===== config.mk =====
export PLATFORM = sky130hd
export DESIGN_NAME = psc_trigger_mux_flat
export DESIGN_NICKNAME = d
export VERILOG_FILES = /design/src/rtl/psc_trigger_pkg.sv /design/src/rtl/psc_trigger_mux_if.sv /design/src/rtl/psc_trigger_channel.sv /design/src/rtl/psc_trigger_mux.sv /design/src/flat_wrapper.sv
export SDC_FILE = /design/constraint.sdc
export NUM_CORES = 1
export LEC_CHECK = 0
export CAP_MARGIN = 20
export CORE_MARGIN = 5
export CORE_UTILIZATION = 50
export DETAILED_ROUTE_END_ITERATION = 8
export GPL_TIMING_DRIVEN = 1
export PLACE_DENSITY = 0.71
export SLEW_MARGIN = 20
export SYNTH_ARGS = -nofsm -noshare
export SYNTH_HDL_FRONTEND = slang
export SYNTH_SLANG_ARGS = --single-unit

===== constraint.sdc =====
create_clock -name clk -period 2.01 [get_ports clk]
set_input_delay 0.402 -clock clk [delete_from_list [all_inputs] [get_ports clk]]
set_output_delay 0.402 -clock clk [all_outputs]
set_load 0.05 [all_outputs]

===== src/rtl/psc_trigger_pkg.sv =====
// Shared definitions for the multi-channel PSC trigger serializer:
// channel state encoding and the default frame geometry and bit patterns.
package psc_trigger_pkg;

   typedef enum logic [1:0] {
      IDLE  = 2'b00,
      ARMED = 2'b01,
      SEND  = 2'b10
   } ch_state_t;

   localparam int DEFAULT_FRAME_BITS = 100;

   localparam logic [99:0] DEFAULT_TRIG_PATTERN = 100'hFF00FF00FF00FF00FF00FF00F;
   localparam logic [99:0] DEFAULT_IDLE_PATTERN = 100'hC0C0C0C0C0C0C0C0C0C0C0C0C;

endpackage


===== src/rtl/psc_trigger_mux_if.sv =====
// Bundle of the EVR-side inputs and PSC-side outputs of psc_trigger_mux.
// The slave modport is the serializer, the master modport is whoever drives
// the triggers and watches the links.
// With PSC_TRIGGER_STATS_EN defined the bundle also carries sent_count.
interface psc_trigger_mux_if #(
   parameter int N_CH = 4
);

   logic [N_CH-1:0] evr_trigger;
   logic [N_CH-1:0] ch_enable;
   logic            clear_overrun;
   logic [N_CH-1:0] psc_output;
   logic            frame_start;
   logic [N_CH-1:0] trig_sent;
   logic [N_CH-1:0] overrun;

`ifdef PSC_TRIGGER_STATS_EN
   logic [N_CH*16-1:0] sent_count;

   modport master (
      output evr_trigger, ch_enable, clear_overrun,
      input  psc_output, frame_start, trig_sent, overrun, sent_count
   );

   modport slave (
      input  evr_trigger, ch_enable, clear_overrun,
      output psc_output, frame_start, trig_sent, overrun, sent_count
   );
`else
   modport master (
      output evr_trigger, ch_enable, clear_overrun,
      input  psc_output, frame_start, trig_sent, overrun
   );

   modport slave (
      input  evr_trigger, ch_enable, clear_overrun,
      output psc_output, frame_start, trig_sent, overrun
   );
`endif

endinterface


===== src/rtl/psc_trigger_channel.sv =====
// One PSC channel: synchronizes its EVR trigger, detects rising edges,
// queues them in a saturating pending counter and decides per frame whether
// a trigger frame or an idle frame goes out. send_frame is the frame type
// for the bit being launched this cycle and is constant within a frame.
module psc_trigger_channel
   import psc_trigger_pkg::*;
#(
   parameter int PEND_W = 3
) (
   input  logic clk,
   input  logic reset,
   input  logic evr_trigger,
   input  logic ch_enable,
   input  logic clear_overrun,
   input  logic boundary,
   output logic send_frame,
   output logic overrun
);

   localparam logic [PEND_W-1:0] PEND_MAX = '1;

   logic [1:0]        sync_q;
   logic              sync_d;
   logic              edge_pulse;
   logic              edge_ok;
   logic              drop;
   logic [PEND_W-1:0] pending;
   logic [PEND_W-1:0] pending_next;
   ch_state_t         state;
   ch_state_t         next_state;

   // Two-flop synchronizer followed by a registered rising-edge detector
   always_ff @(posedge clk or negedge reset) begin
      if (!reset) begin
         sync_q     <= 2'b00;
         sync_d     <= 1'b0;
         edge_pulse <= 1'b0;
      end else begin
         sync_q     <= {sync_q[0], evr_trigger};
         sync_d     <= sync_q[1];
         edge_pulse <= sync_q[1] & ~sync_d;
      end
   end

   // Launch decision at frame boundaries, edge queuing in between
   always_comb begin
      next_state   = state;
      pending_next = pending;
      drop         = 1'b0;
      edge_ok      = edge_pulse & ch_enable;
      if (boundary) begin
         if (!ch_enable) begin
            next_state   = IDLE;
            pending_next = '0;
         end else if ((pending != '0) || edge_ok) begin
            next_state = SEND;
            if (!edge_ok) begin
               pending_next = pending - PEND_W'(1);
            end
         end else begin
            next_state = IDLE;
         end
      end else begin
         if (edge_ok) begin
            if (pending == PEND_MAX) begin
               drop = 1'b1;
            end else begin
               pending_next = pending + PEND_W'(1);
            end
         end
         if ((state == IDLE) && ((pending != '0) || edge_ok)) begin
            next_state = ARMED;
         end
      end
   end

   // Channel state and pending-trigger count
   always_ff @(posedge clk or negedge reset) begin
      if (!reset) begin
         state   <= IDLE;
         pending <= '0;
      end else begin
         state   <= next_state;
         pending <= pending_next;
      end
   end

   // Sticky overrun flag; a drop in the same cycle as a clear keeps it set
   always_ff @(posedge clk or negedge reset) begin
      if (!reset) begin
         overrun <= 1'b0;
      end else if (drop) begin
         overrun <= 1'b1;
      end else if (clear_overrun) begin
         overrun <= 1'b0;
      end
   end

   assign send_frame = (next_state == SEND);

endmodule


===== src/rtl/psc_trigger_mux.sv =====
// Multi-channel PSC trigger serializer. One shared bit counter frames all
// links in lock-step; each channel picks trigger or idle pattern per frame
// and the selected bit is registered onto psc_output MSB first.
// Optional feature macro: PSC_TRIGGER_STATS_EN adds per-channel 16-bit
// sent_count counters on the interface.
module psc_trigger_mux
   import psc_trigger_pkg::*;
#(
   parameter int                     FRAME_BITS   = DEFAULT_FRAME_BITS,
   parameter int                     N_CH         = 4,
   parameter int                     PEND_W       = 3,
   parameter logic [FRAME_BITS-1:0]  TRIG_PATTERN = FRAME_BITS'(DEFAULT_TRIG_PATTERN),
   parameter logic [FRAME_BITS-1:0]  IDLE_PATTERN = FRAME_BITS'(DEFAULT_IDLE_PATTERN)
) (
   input  logic             clk,
   input  logic             reset,
   psc_trigger_mux_if.slave bus
);

   localparam int               CNT_W    = $clog2(FRAME_BITS);
   localparam logic [CNT_W-1:0] CNT_LAST = CNT_W'(FRAME_BITS - 1);

   logic [CNT_W-1:0] cnt;
   logic [CNT_W-1:0] bit_idx;
   logic             boundary;
   logic             trig_bit;
   logic             idle_bit;
   logic [N_CH-1:0]  send_frame;
   logic [N_CH-1:0]  ch_overrun;
   logic [N_CH-1:0]  psc_q;
   logic [N_CH-1:0]  trig_sent_q;
   logic             frame_start_q;

   assign boundary = (cnt == '0);
   assign bit_idx  = CNT_LAST - cnt;
   assign trig_bit = TRIG_PATTERN[bit_idx];
   assign idle_bit = IDLE_PATTERN[bit_idx];

   // Shared bit counter, 0..FRAME_BITS-1; zero marks the frame boundary
   always_ff @(posedge clk or negedge reset) begin
      if (!reset) begin
         cnt <= '0;
      end else if (cnt == CNT_LAST) begin
         cnt <= '0;
      end else begin
         cnt <= cnt + CNT_W'(1);
      end
   end

   for (genvar i = 0; i < N_CH; i++) begin : g_ch
      psc_trigger_channel #(
         .PEND_W (PEND_W)
      ) u_ch (
         .clk           (clk),
         .reset         (reset),
         .evr_trigger   (bus.evr_trigger[i]),
         .ch_enable     (bus.ch_enable[i]),
         .clear_overrun (bus.clear_overrun),
         .boundary      (boundary),
         .send_frame    (send_frame[i]),
         .overrun       (ch_overrun[i])
      );
   end

   // Serial output bits plus frame_start/trig_sent markers aligned with the MSB
   always_ff @(posedge clk or negedge reset) begin
      if (!reset) begin
         psc_q         <= '0;
         trig_sent_q   <= '0;
         frame_start_q <= 1'b0;
      end else begin
         for (int i = 0; i < N_CH; i++) begin
            psc_q[i] <= send_frame[i] ? trig_bit : idle_bit;
         end
         trig_sent_q   <= boundary ? send_frame : '0;
         frame_start_q <= boundary;
      end
   end

   assign bus.psc_output  = psc_q;
   assign bus.trig_sent   = trig_sent_q;
   assign bus.frame_start = frame_start_q;
   assign bus.overrun     = ch_overrun;

`ifdef PSC_TRIGGER_STATS_EN
   logic [N_CH*16-1:0] sent_count_q;

   // Per-channel count of trigger frames sent; clear_overrun also zeroes it
   always_ff @(posedge clk or negedge reset) begin
      if (!reset) begin
         sent_count_q <= '0;
      end else begin
         for (int i = 0; i < N_CH; i++) begin
            if (bus.clear_overrun) begin
               sent_count_q[i*16 +: 16] <= 16'd0;
            end else if (trig_sent_q[i]) begin
               sent_count_q[i*16 +: 16] <= sent_count_q[i*16 +: 16] + 16'd1;
            end
         end
      end
   end

   assign bus.sent_count = sent_count_q;
`endif

endmodule

===== src/flat_wrapper.sv =====
// flat-port wrapper written by rule: the top's interface ports become plain ports
module psc_trigger_mux_flat import psc_trigger_pkg::*;
#(
   parameter int                     FRAME_BITS   = DEFAULT_FRAME_BITS,
   parameter int                     N_CH         = 4,
   parameter int                     PEND_W       = 3,
   parameter logic [FRAME_BITS-1:0]  TRIG_PATTERN = FRAME_BITS'(DEFAULT_TRIG_PATTERN),
   parameter logic [FRAME_BITS-1:0]  IDLE_PATTERN = FRAME_BITS'(DEFAULT_IDLE_PATTERN)
)
  (clk, reset, bus_evr_trigger, bus_ch_enable, bus_clear_overrun, bus_psc_output, bus_frame_start, bus_trig_sent, bus_overrun);
  psc_trigger_mux_if #(.N_CH(N_CH)) bus_i ();
  input  logic clk;
  input  logic reset;
  input wire logic [$bits(bus_i.evr_trigger)-1:0] bus_evr_trigger;
  input wire logic [$bits(bus_i.ch_enable)-1:0] bus_ch_enable;
  input wire logic [$bits(bus_i.clear_overrun)-1:0] bus_clear_overrun;
  output wire logic [$bits(bus_i.psc_output)-1:0] bus_psc_output;
  output wire logic [$bits(bus_i.frame_start)-1:0] bus_frame_start;
  output wire logic [$bits(bus_i.trig_sent)-1:0] bus_trig_sent;
  output wire logic [$bits(bus_i.overrun)-1:0] bus_overrun;
  assign bus_i.evr_trigger = bus_evr_trigger;
  assign bus_i.ch_enable = bus_ch_enable;
  assign bus_i.clear_overrun = bus_clear_overrun;
  assign bus_psc_output = bus_i.psc_output;
  assign bus_frame_start = bus_i.frame_start;
  assign bus_trig_sent = bus_i.trig_sent;
  assign bus_overrun = bus_i.overrun;
  psc_trigger_mux #(.FRAME_BITS(FRAME_BITS), .N_CH(N_CH), .PEND_W(PEND_W), .TRIG_PATTERN(TRIG_PATTERN), .IDLE_PATTERN(IDLE_PATTERN)) u_core (.clk(clk), .reset(reset), .bus(bus_i));
endmodule

; ---- After elaboration in Yosys (flattened, before gate mapping)
; Memories as Yosys holds them, arrays and structs flattened.
; Index checks and enable logic that the tools add are counted.
[totals]
reg_bits = 56
romBits = 256
wordCells = 168
mem_count = 2
[op_classes]
add_sub_neg = 10
magnitude_cmp = 1
n_eq_ne = 21
mux = 65
n_bitwise = 12
n_reduce_logical = 29
[mem_list]
columns = name, words, word_bits, read_ports, rd_ports_with_merged_regs, write_ports, line_no
row1 = (no name shown), 128, 1, 1, 0, 0, psc_trigger_mux.sv:37  ; assign idle_bit = IDLE_PATTERN[bit_idx];
row2 = (no name shown), 128, 1, 1, 0, 0, psc_trigger_mux.sv:36  ; assign trig_bit = TRIG_PATTERN[bit_idx];
[op_table]
columns = op, count
row1 = $mux W3, 24
row2 = $mux W2, 16
row3 = $ne A3 B3 Y1 const B, 8
row4 = $mux W1, 23
row5 = $reduce_and A4 Y1, 4
row6 = $reduce_bool A2 Y1, 8
row7 = $add A3 B1 Y3 const B, 4
row8 = $eq A3 B3 Y1 const B, 4
row9 = $reduce_bool A3 Y1, 4
row10 = $sub A3 B1 Y3 const B, 4
row11 = $and A1 B1 Y1, 8
row12 = $eq A2 B2 Y1 const B, 4
row13 = $logic_not A2 Y1, 4
row14 = $lt A7 B8 Y1 const B, 1
row15 = $ne A2 B1 Y1 const B, 4
row16 = $add A7 B1 Y7 const B, 1
row17 = $eq A7 B7 Y1 const B, 1
row18 = $logic_not A7 Y1, 1
row19 = $mux W7, 1
row20 = $sub A7 B7 Y7 const A, 1
row21 = $logic_and A1 B1 Y1, 4
row22 = $logic_or A1 B1 Y1, 4
row23 = $mux W4, 1
row24 = $not A1 Y1, 4

; ---- Depth between registers and ports, before layout
[logic_depth]
word_depth = 7
mapped_depth = 9

; ---- Cells and area by module
; A second synthesis with hierarchy kept.
[unflattened]
hier_cells = 242
hier_area_um2 = 2746.4
[by_module_without_submodules]
columns = mod, n_inst, cells_each, area_per_inst_um2, seq_area_each_um2
row1 = psc_trigger_channel at u_core.g_ch[1].u_ch ..., 2, 47, 508.0, 250.2
row2 = psc_trigger_channel at u_core.g_ch[0].u_ch ..., 2, 42, 491.7, 250.2
row3 = psc_trigger_mux, 1, 64, 747.0, 400.4

; ---- Worst setup path before layout
; Ideal clock, no wire load.
[synth_path]
path_kind = register to register
startpoint = reg u_core.cnt[2]
endpoint = reg u_core.g_ch[3].u_ch.pending[0]
setup_ps = 127
t_arrival_ps = 1863
required_ps = 1883
path_slack_ps = 20
stages_incl_launch_ff = 9
path_buffers = 1
cell_sequence = dfrtp_1 > clkbuf_1 > inv_1 > ha_1 > nor4b_4 > nand2_4 > clkinv_4 > mux2_2 > mux2i_1
[synth_via]
elab_chain_cells = 3
word_cells_on_any_way = 7
[synth_lines]
columns = item, line_no
row1 = start: declaration, psc_trigger_mux.sv:23  ; logic [CNT_W-1:0] cnt;
row2 = start signal: assignment, psc_trigger_mux.sv:46  ; cnt <= cnt + CNT_W'(1);
row3 = $logic_not A7 Y1 (*), psc_trigger_mux.sv:34  ; assign boundary = (cnt == '0);
row4 = $ne A3 B3 Y1 (no line) (tied with other cells), --
row5 = $reduce_and A4 Y1 (no line), --
row6 = end signal: assignment, psc_trigger_channel.sv:84  ; pending <= pending_next;
row7 = end: declaration, psc_trigger_channel.sv:27  ; logic [PEND_W-1:0] pending;
; Every way passes the cells marked *; elsewhere a longest branch is shown, timed or not.
; A chain may end at the register's enable or synchronous reset.

; ---- Final worst setup path
[layout_path]
startpoint = reg u_core.cnt[3]
endpoint = reg u_core.g_ch[3].u_ch.pending[0]
; Same word-level chain as after synthesis.

==> implementation parameters <==
Parameter                              Value

Timing
  Slack of the critical path ... 0.117 ns
  Highest clock rate ... 528 MHz
  Number of pins with negative max-slew slack in the final report ... 0
  Count of final hold-check violations ... 0
  Finish-stage setup viols ... 0
  Minimum period implied by the final worst setup slack ... 1.89 ns
  Unrepaired setup endpoints after global routing ... no
  Slew of the pin with the lowest slew margin ... 0.504 ns
  Total negative slack ... 0 ns
  Final period util ... 94.2%
  Worst rel slew slack ... 66.3%
  Minimum hold slack ... 0.0433 ns
  Clock Skew ... 0.00673 ns

Floorplanning
  Top-level port count ... 24
  Total die area ... 7250 µm²
  Die Height ... 85.2 µm
  Starting utilization of the core area ... 51.3%
  Cell row count ... 27
  Std-Cell Core Area ... 5510 µm²
  DIE WIDTH ... 85.2 µm

Drt
  Post-DRT Antenna Nets ... 0
  Via count of the routed design ... 1917
  DRC marker count from the first detailed-route iteration ... 72
  Routed wirelength normalized by instance count ... 14.5 µm
  Average via count per standard cell ... 5.34
  Drt pass-1 iters ... 4
  Post-detailed-route DRC marker count ... 0
  Total Wirelength ... 5220 µm

Setup path
  Slowest-stage cell, CP ... dfrtp_1
  Crit end category ... flop
  Required time of the worst setup path ... 2.20 ns
  Crit Path Category ... flop to flop
  Critical path cell sequence ... inv_1 -> ha_2 -> nor4b_4 -> nand2_4 -> inv_8 -> mux2_2 -> mux2i_1
  Maximum single-stage delay on the critical path ... 0.39 ns
  Biggest fanout along the worst timing path ... 11
  Startpoint kind of the worst setup timing path ... flop
  Worst endpoint data arrival time ... 2.08 ns

Final layout
  Share of cells above drive strength 1 ... 12.2%
  Most common cell after layout, fill and taps aside ... dfrtp_1
  Net count reported at finish ... 317
  Number of non-filler instances in the completed layout ... 359
  P&R area growth vs syn ... 17.8%
  End-of-flow core utilization ... 60.4%
  Antenna diode count ... 0
  Commonest non-fill, non-tap cells in the layout ... dfrtp_1 (56), inv_1 (29), clkdlybuf4s50_1 (22), ha_1 (19), nor2_1 (18)

Power
  Cell internal pwr ... 1920 µW
  Leak ... 0.00154 µW
  Part of the power in combinational logic ... 28.1%
  Sequential fraction of design power ... 49.5%
  Power density over cell area ... 838 nW/µm²
  Peak supply drop ... 434 µV
  Net switching fraction of the power ... 31.2%
  Clock share of power ... 22.4%
  Switching power ... 871 µW

Placed design
  Number of I/O port buffers ... 23
  Hpwl dp ... 3880 µm
  Inst Count DP ... 349
  Routability congestion estimate ... 0.807
  Setup slack at placement ... 0.0420 ns

Yosys
  Netlist area before placement ... 2820 µm²
  Count of flip-flops with a built-in enable after synthesis ... 0
  Total number of yosys warnings ... 0
  Post-synthesis cell type count ... 42
  Proportion of synthesized chip area in sequential cells ... 49.6%
  Synth Register Bits ... 56
  Share of flip-flops with an asynchronous set or reset ... 100%
  Most instantiated flip-flop cell in the synthesis netlist ... dfrtp_1
  Mean Syn Cell Area ... 11.3 µm²
  Net count after synthesis ... 281
  Post-Synthesis Cells ... 250

GRT
  Global routing usage summed across all routing layers ... 15.4%
  Global-route wire length before repair ... 8910 µm
  Vias in the first global route ... 1894
  Pin count of the biggest net entering global routing ... 26
  Total global routing overflow ... 0
  Antenna violations before repair ... 0

Clock network
  Cts bufs inserted ... 5
  Sinks on Clock Net ... 56
  Clock latency on the worst-skew pair ... 0.31 ns
  # H-tree levels ... 2
  Clock tree from TritonCTS ... yes
  Clock tree root driver cell ... clkbuf_8
  Maximum root-to-sink buffer count ... 2
  Clock transition at the register clock pins on the worst setup and hold paths after CTS ... 0.10 ns

Run status
  Result of the run ... finished, final reports clean

Worst hold path
  Class of the most critical hold timing path ... input port to async pin

Run
  Maximum Capacitance Violations ... 0
[registers in the layout, summed over array words and instances (netlist names)]
register and flops:
u_core.g_ch.u_ch.sync_q 8, u_core.g_ch.u_ch.sync_d 4, u_core.g_ch.u_ch.state 8, u_core.bus.frame_start 1, u_core.bus.psc_output 4, u_core.cnt 7, u_core.bus.trig_sent 4, u_core.g_ch.u_ch.pending 12
u_core.g_ch.u_ch.edge_pulse 4, u_core.g_ch.u_ch.overrun 4
[worst max-delay path, delay by kind of cell (launching register included)]
kind / cells / cell delay (ns)
multiplexers: 2 / 0.51
AND/OR/NAND/NOR: 2 / 0.41
flip-flops: 1 / 0.39
buffers and inverters: 2 / 0.24
adder cells (fa/ha/maj): 1 / 0.22
[synthesized netlist by cell type (2+ instances only)]
cell type  number  area (µm²)
dfrtp_1        56        1400
inv_1          29         109
ha_1           20         250
nor2_1         18        67.6
nor2b_1        15        93.8
mux2i_1        14         140
o21ai_0         8        40.0
a21oi_1         7        35.0
nand2_1         6        22.5
xnor2_1         6        52.6
a211oi_1        5        37.5
nand3_1         5        25.0
a21o_1          4        30.0
buf_4           4        30.0
nor3_1          4        20.0
o22ai_1         4        25.0
o32ai_1         4        35.0
o41ai_1         4        35.0
a2111oi_4       3        82.6
a211o_1         3        26.3
a32o_1          3        30.0
and4_1          3        26.3
buf_2           3        15.0
clkbuf_1        2        7.51
nand4_1         2        12.5
o211ai_1        2        15.0
[logic make-up after synthesis]
family	Yosys count	share of synthesized area (%)
AOI/OAI and AO/OA	49	14.4
xor gates and xnor gates	7	2.17
adders and majority gates	20	8.86
buffers and inverters	40	6.42
DFF	56	49.6
muxes	15	5.36
and+or+nand+nor	63	13.1
[layout make-up]
cell class              instances  area [µm²]
well taps                      72        90.1
clock buffers                   8        90.1
repair buffers                 39         370
flip-flops and latches         56        1400
inverters                      30         120
fillers                       477        2180
multi-input cells             154        1250
[power by group through the flow]
stage	clock, µW	sequential (µW)	combinational (µW)
global placement	0	1390	765
floorplan	0	1380	613
finish	624	1380	783
CTS	639	1380	789
detailed placement	0	1400	786
global route	691	1400	911
[metal layers]
layer / track usage (%) / wire (µm)
met5: 0 / 0
met1: 21.3 / 2450
met2: 24.4 / 2520
met4: 4.32 / 71
met3: 3.40 / 174
[stage by stage]
| stage | cell area, µm² | power, µW |
|---|---|---|
| after CTS | 3300 | 2810 |
| final | 3330 | 2790 |
| after floorplan | 2820 | 1990 |
| after global routing | 3330 | 3010 |
| after detailed placement | 3210 | 2190 |
| after global placement | 3210 | 2160 |
[repair_timing]
| item | in CTS | in global routing |
|---|---|---|
| resized for setup | 0 | 5 |
| endpoints found under the setup margin | 0 | 12 |
| hold buffers | 0 | 0 |
| setup buffers | 0 | 2 |
[worst paths after layout]
path                                                from                              to  slack, ns  depth (start not counted)
max in group asynchronous                          reset  u_core.g_ch[1].u_ch.pending[2]       1.41                          2
max                                        u_core.cnt[3]  u_core.g_ch[3].u_ch.pending[0]       0.12                          7
min in group clk           u_core.g_ch[1].u_ch.sync_q[0]   u_core.g_ch[1].u_ch.sync_q[1]       0.36                          0
min                                                reset  u_core.g_ch[2].u_ch.pending[0]       0.04                          1
max reg2reg                                u_core.cnt[3]  u_core.g_ch[3].u_ch.pending[0]       0.12                          7
min reg2reg                u_core.g_ch[1].u_ch.sync_q[0]   u_core.g_ch[1].u_ch.sync_q[1]       0.36                          0
Power figures use the tool's default switching activity.
